<file path="src/rtl/alu_arb_pkg.sv">
// Shared definitions for the two-requester ALU arbiter: operation encodings,
// slot state and requester id types.
package alu_arb_pkg;

  localparam int ALU_DW = 32;

  localparam logic [4:0] SEL_ADD  = 5'd0;
  localparam logic [4:0] SEL_SUB  = 5'd1;
  localparam logic [4:0] SEL_AND  = 5'd2;
  localparam logic [4:0] SEL_OR   = 5'd3;
  localparam logic [4:0] SEL_XOR  = 5'd4;
  localparam logic [4:0] SEL_SLL  = 5'd5;
  localparam logic [4:0] SEL_SRL  = 5'd6;
  localparam logic [4:0] SEL_SRA  = 5'd7;
  localparam logic [4:0] SEL_SLT  = 5'd8;
  localparam logic [4:0] SEL_SLTU = 5'd9;

  typedef enum logic {EMPTY = 1'b0, FULL = 1'b1} arb_state_e;

  typedef logic req_id_t;

endpackage

</file>
<file path="src/rtl/alu_arbiter_alu.sv">
// Combinational datapath ALU shared by both requesters; undefined selects
// produce zero.
module alu_arbiter_alu
  import alu_arb_pkg::*;
#(
  parameter int DW = ALU_DW
) (
  input  logic [4:0]    sel,
  input  logic [DW-1:0] a,
  input  logic [DW-1:0] b,
  output logic [DW-1:0] f,
  output logic          z
);

  localparam int SW = $clog2(DW);

  logic [SW-1:0] sh;
  assign sh = b[SW-1:0];

  always_comb begin
    f = '0;
    case (sel)
      SEL_ADD:  f = a + b;
      SEL_SUB:  f = a - b;
      SEL_AND:  f = a & b;
      SEL_OR:   f = a | b;
      SEL_XOR:  f = a ^ b;
      SEL_SLL:  f = a << sh;
      SEL_SRL:  f = a >> sh;
      SEL_SRA:  f = DW'($signed(a) >>> sh);
      SEL_SLT:  f = {{(DW-1){1'b0}}, $signed(a) < $signed(b)};
      SEL_SLTU: f = {{(DW-1){1'b0}}, a < b};
      default:  f = '0;
    endcase
  end

  assign z = (f == '0);

endmodule

</file>
<file path="src/rtl/alu_arbiter.sv">
// Two-requester arbiter in front of one shared ALU with a single registered
// result slot. Define ALU_ARB_RR_EN for round-robin; default is fixed priority (req0).
module alu_arbiter
  import alu_arb_pkg::*;
#(
  parameter int DW = ALU_DW
) (
  input  logic          clk,
  input  logic          rst_n,
  input  logic          req0_valid,
  output logic          req0_ready,
  input  logic [DW-1:0] req0_a,
  input  logic [DW-1:0] req0_b,
  input  logic [4:0]    req0_sel,
  input  logic          req1_valid,
  output logic          req1_ready,
  input  logic [DW-1:0] req1_a,
  input  logic [DW-1:0] req1_b,
  input  logic [4:0]    req1_sel,
  output logic          rsp_valid,
  input  logic          rsp_ready,
  output logic          rsp_id,
  output logic [DW-1:0] rsp_f,
  output logic          rsp_z
);

  arb_state_e    state_q, state_d;
  logic [DW-1:0] rsp_f_q, rsp_f_d;
  logic          rsp_z_q, rsp_z_d;
  req_id_t       rsp_id_q, rsp_id_d;

  logic          prefer0, slot_free, grant0, grant1, accept;
  logic [4:0]    alu_sel;
  logic [DW-1:0] alu_a, alu_b, alu_f;
  logic          alu_z;

`ifdef ALU_ARB_RR_EN
  req_id_t rr_q, rr_d;
  assign prefer0 = (rr_q == 1'b0);
`else
  assign prefer0 = 1'b1;
`endif

  // Grant depends only on the valids, never on operand data.
  always_comb begin
    slot_free  = (state_q == EMPTY) || rsp_ready;
    grant0     = req0_valid && (!req1_valid || prefer0);
    grant1     = req1_valid && (!req0_valid || !prefer0);
    req0_ready = grant0 && slot_free && rst_n;
    req1_ready = grant1 && slot_free && rst_n;
    accept     = req0_ready || req1_ready;
    alu_sel    = grant1 ? req1_sel : req0_sel;
    alu_a      = grant1 ? req1_a   : req0_a;
    alu_b      = grant1 ? req1_b   : req0_b;
  end

  alu_arbiter_alu #(.DW(DW)) u_alu (
    .sel (alu_sel),
    .a   (alu_a),
    .b   (alu_b),
    .f   (alu_f),
    .z   (alu_z)
  );

  always_comb begin
    state_d  = state_q;
    rsp_f_d  = rsp_f_q;
    rsp_z_d  = rsp_z_q;
    rsp_id_d = rsp_id_q;
    if (accept) begin
      state_d  = FULL;
      rsp_f_d  = alu_f;
      rsp_z_d  = alu_z;
      rsp_id_d = req1_ready;
    end else if (state_q == FULL && rsp_ready) begin
      state_d  = EMPTY;
    end
  end

  always_ff @(posedge clk or negedge rst_n) begin
    if (!rst_n) begin
      state_q  <= EMPTY;
      rsp_f_q  <= '0;
      rsp_z_q  <= 1'b0;
      rsp_id_q <= 1'b0;
    end else begin
      state_q  <= state_d;
      rsp_f_q  <= rsp_f_d;
      rsp_z_q  <= rsp_z_d;
      rsp_id_q <= rsp_id_d;
    end
  end

`ifdef ALU_ARB_RR_EN
  // After each accept the loser becomes the preferred requester.
  always_comb begin
    rr_d = rr_q;
    if (accept) rr_d = !req1_ready;
  end

  always_ff @(posedge clk or negedge rst_n) begin
    if (!rst_n) rr_q <= 1'b0;
    else        rr_q <= rr_d;
  end
`endif

  assign rsp_valid = (state_q == FULL);
  assign rsp_f     = rsp_f_q;
  assign rsp_z     = rsp_z_q;
  assign rsp_id    = rsp_id_q;

endmodule

</file>
<file path="config.mk">
export PLATFORM = sky130hd
export DESIGN_NAME = alu_arbiter
export DESIGN_NICKNAME = d
export VERILOG_FILES = /design/src/rtl/alu_arb_pkg.sv /design/src/rtl/alu_arbiter_alu.sv /design/src/rtl/alu_arbiter.sv
export SDC_FILE = /design/constraint.sdc
export NUM_CORES = 1
export LEC_CHECK = 0
export ABC_AREA = 1
export BUFFER_PORTS_ARGS = -buffer_cell sky130_fd_sc_hd__buf_4
export CORE_UTILIZATION = 61
export CTS_CLUSTER_SIZE = 12
export DETAILED_ROUTE_END_ITERATION = 6
export GPL_TIMING_DRIVEN = 0
export PLACE_DENSITY = 0.84
export SYNTH_ARGS = -nofsm -noshare
export SYNTH_HDL_FRONTEND = slang
export SYNTH_HIERARCHICAL = 1
export SYNTH_SLANG_ARGS = --single-unit
</file>
<file path="constraint.sdc">
create_clock -name clk -period 1.6 [get_ports clk]
set_input_delay 0.16 -clock clk [delete_from_list [all_inputs] [get_ports clk]]
set_output_delay 0.16 -clock clk [all_outputs]
set_load 0.01 [all_outputs]
</file>
==> results.json, run 1 <==
{
  "portBuffers": 177,
  "synth_area_um2": 12800,
  "synth_area_leaders": "nand2_1, nand3_1, ha_1",
  "grt_use_total_pct": 63.1,
  "htree_num_levels": 2,
  "syn_avg_cell_area_um2": 5.05,
  "cts_max_path_buffers": 2,
  "synth_edf_count": 0,
  "die_x_um": 147,
  "yosys_warnings": 6,
  "error": "[ERROR GRT-0116] Global routing finished with congestion. Check the congestion regions in the DRC Viewer.",
  "status": "aborted with a tool error",
  "placementRows": 52,
  "lastStage": "global routing",
  "grt_pass1_wl_um": 107000,
  "ys_seq_area_share_pct": 6.83,
  "syn_nets": 2784,
  "initial_core_util_pct": 62.7,
  "ys_types": 49,
  "hpwl_um": 47800,
  "fp.dieH_um": 147,
  "grt_max_degree": 39,
  "placed_cells": 2987,
  "synth_cells": 2540,
  "overflow": 47,
  "synth_top_area_share_pct": 28.6,
  "ys_seq_elements": 35,
  "cts_buffers": 5,
  "cts_root_buf": "clkbuf_16",
  "synth_area_leader_cell": "nand2_1",
  "clock_sinks": 35,
  "finalWeightedCongestion": 1.29,
  "postSynth.asyncResetShare_pct": 100,
  "grt_pass1_vias": 20100,
  "ys.flop_type": "dfrtp_1",
  "ios": 180
}
==> cells in the mapped netlist, drive strengths merged (2+ instances only) <==
cell / count
o2111ai: 2
ha: 99
fa: 2
and3: 3
o22ai: 13
nand3b: 2
nor3b: 3
inv: 327
and2: 12
o211ai: 48
nand4: 36
clkbuf: 24
buf: 100
nand2: 994
o21a: 2
o21ai: 51
o221ai: 5
dfrtp: 35
nor3: 27
a221oi: 3
a21oi: 73
nand3: 470
o21bai: 8
or2: 4
nor2: 192
==> timing repair <==
action                                  in CTS
pin swaps                                   93
buffers inserted                            64
endpoints found under the setup margin      34
endpoints found under the hold margin       35
gates cloned                                 2
resized for setup                          391
==> metal layers <==
layer	GRT overflow	GRT usage (%)
met3	2	38.2
met1	1	67.4
met4	23	53.6
met5	0	3.41
met2	21	87.2
==> through the flow <==
stage	hold WS, ns	instance area [µm²]	setup WS, ns	utilization (%)
floorplan	-0.136	13000	-1.31	-
global placement	0.147	14700	-2.43	71.9
detailed placement	0.160	14700	-2.46	71.9
CTS	-0.142	16700	-1.50	81.9
==> cell families after synthesis <==
group	synth area share (%)
AND/OR/NAND/NOR	58.4
AO/OA/AOI/OAI	9.72
multiplexers	0.0781
flip-flops	6.83
adder cells (fa/ha/maj)	9.98
XOR/XNOR	0.0683
buffers and inverters	14.9
==> run 2, diff against run 1 <==
Settings changed: CORE_UTILIZATION 61 to 40, CTS_CLUSTER_SIZE 12 to unset, PLACE_DENSITY 0.84 to unset, PLACE_DENSITY_LB_ADDON set to 0.15.
==> run 2 against run 1 <==
  * The flow now finishes, with violations (hold timing, setup timing)
  * Area after synthesis stayed put
  * Synthesized cell count stayed put
==> results.json, run 2 <==
{
  "dieArea_um2": 32800,
  "fin_tns_setup_ns": -39.65,
  "overflow": 0,
  "placed_area_um2": 14900,
  "slew_headroom_pct": 55.3,
  "grt_max_degree": 39,
  "drc": 0,
  "grt_pass1_vias": 17600,
  "startpoint": "req1_valid",
  "violations": "hold timing, setup timing",
  "r2r_start": "rsp_valid",
  "slowest_stage": "ha_4",
  "area_growth_pct": 41.7,
  "cts_max_path_buffers": 2,
  "initial_core_util_pct": 40.6,
  "clock_sinks": 35,
  "crit_family": "simple AND/OR/NAND/NOR gates",
  "num_antenna_cells": 0,
  "viasPerCell": 5.87,
  "cts_tree": "yes",
  "ys_seq_area_share_pct": 6.83,
  "setup-violations-final": 33,
  "synth.most_common_cell": "nand2_1",
  "fin_ws_ns": -1.63,
  "min_period_ns": 3.23,
  "timing_hold_violations_final": 35,
  "grt_antenna_before_repair": 0,
  "slowest_delay_ns": 0.30,
  "portBuffers": 177,
  "synth_cells": 2540,
  "final_core_util_pct": 57.6,
  "arrival_ns": 3.47,
  "clkLatencyLatePin_ns": 0.30,
  "fp.dieH_um": 181,
  "power.density_nw_per_um2": 604,
  "ios": 180,
  "cts_buffers": 5,
  "path_class": "input port to flip-flop",
  "use_met3_pct": 8.02,
  "layout_worst_path_cycle_share_pct": 202,
  "fin_nets": 3056,
  "syn_avg_cell_area_um2": 5.05,
  "dr.pass1.iters": 6,
  "placementRows": 65,
  "ant_nets": 0,
  "grt_use_total_pct": 43.6,
  "rsz0062_at_grt": "true",
  "syn_nets": 2784,
  "whs_ns": -0.163,
  "grt.busiest_layer": "met2",
  "fin_area_um2": 18200,
  "die_x_um": 181,
  "path_common_cell": "nand2_4",
  "hp-class": "input port to asynchronous set/reset pin",
  "drtIter0Drc": 2545,
  "synth_edf_count": 0,
  "crit_path_end_kind": "flip-flop",
  "status": "complete, but fails checks",
  "drive_above_1_share_pct": 31.5,
  "final_cell_mix": "nand2_1, nand3_1, inv_1, buf_4, nand2_2",
  "area.sequential_um2": 876,
  "startpoint_type": "input port",
  "htree_num_levels": 2,
  "hpwl_um": 58500,
  "worstPathRequired_ns": 1.84,
  "clock-skew-final_ns": 0.0114,
  "use_met2_pct": 69.9,
  "ys.flop_type": "dfrtp_1",
  "synth_area_leaders": "nand2_1, nand3_1, ha_1",
  "wire_per_inst_um": 23.0,
  "cts.clk_slew.worst_paths_ns": 0.06,
  "coreArea_um2": 31600,
  "postSynth.asyncResetShare_pct": 100,
  "synth_top_area_share_pct": 28.6,
  "worst-path-buf-inv": 9,
  "peakVddDrop_mv": 0.417,
  "synth_commonest_cells": "nand2_1, nand3_1, inv_1",
  "maxCapViolCount": 0,
  "multi_input_comb_area_um2": 12200,
  "ys_seq_elements": 35,
  "grt_use_met1_pct": 54.3,
  "crit_fanout": 8,
  "finalWeightedCongestion": 1.10,
  "grt_pass1_wl_um": 107000,
  "ys_types": 49,
  "nFillCells": 3279,
  "mostFrequentLayoutCell": "nand2_1",
  "drv_slew": 0,
  "worst_pin_slew_ns": 0.670,
  "fmax_mhz": 309,
  "synth_area_leader_cell": "nand2_1",
  "largest_register_ffs": 32,
  "synth_area_um2": 12800,
  "wirelength_um": 73900,
  "yosys_warnings": 6,
  "p_leak_nw": 9.98,
  "via_count": 18900,
  "cts_root_buf": "clkbuf_16"
}
-- run 2: cell counts after synthesis --
No cell type changed its count.
-- run 2: kinds of logic (layout without fill, tap and decap cells) --
family	Yosys count	after routing	synth area share [%]
simple gates	1743	1743	58.4
mux	1	1	0.0781
flops	35	35	6.83
compound gates	207	207	9.72
buf+inv	452	725	14.9
fa+ha+maj	101	101	9.98
xor+xnor	1	1	0.0683
-- run 2: final timing paths --
kind                              to  slack [ns]  cells past startpoint
max                            rsp_z       -1.63                     30
min                        rsp_f[31]       -0.16                      1
max reg2reg                 rsp_f[5]        0.21                      4
min reg2reg                   rsp_id        0.48                      2
max in group asynchronous   rsp_f[8]        1.37                      1
min in group clk           rsp_f[19]        0.25                      4
-- run 2: layer usage --
layer  share of wire (%)  vias to the layer above
met2                  44                     1155
met5                   0                        -
met4                 8.0                        0
met1                  38                     8718
li1                    -                     8694
met3                 9.8                      299
-- run 2: layout make-up --
| class | instances | share of cell area, % |
|---|---|---|
| tap | 402 | 2.77 |
| buffer | 119 | 5.82 |
| clock inverter | 2 | 0.0689 |
| sequential | 35 | 4.82 |
| inverter | 328 | 7.16 |
| clock buffer | 6 | 0.709 |
| multi-input combinational | 2053 | 66.9 |
| timing repair buffer | 270 | 11.7 |
-- run 2: power by group --
group | switching, W | internal, W
Sequential | 0.000106 | 0.00105
Clock | 0.000417 | 0.000576
Combinational | 0.00577 | 0.00305
Total | 0.00630 | 0.00467
-- run 2: metrics by stage --
step / cells / setup WS [ns] / power [W] / hold slack [ns]
after global placement: 3119 / -2.72 / 0.00784 / 0.156
final: 3215 / -1.63 / 0.0110 / -0.163
after CTS: 3182 / -1.58 / 0.00998 / -0.149
after detailed placement: 3119 / -2.74 / 0.00788 / 0.166
after global routing: 3215 / -1.70 / 0.0116 / -0.116
after floorplan: 2540 / -1.31 / 0.00540 / -0.136
-- run 2: repair_timing --
action,CTS,global route
hold endpoints to repair,35,35
cloned,0,1
setup endpoints to repair,35,35
setup buffers,59,34
resized for setup,440,271
pin swaps,105,62
No activity file was read; power rests on OpenSTA's default activity.
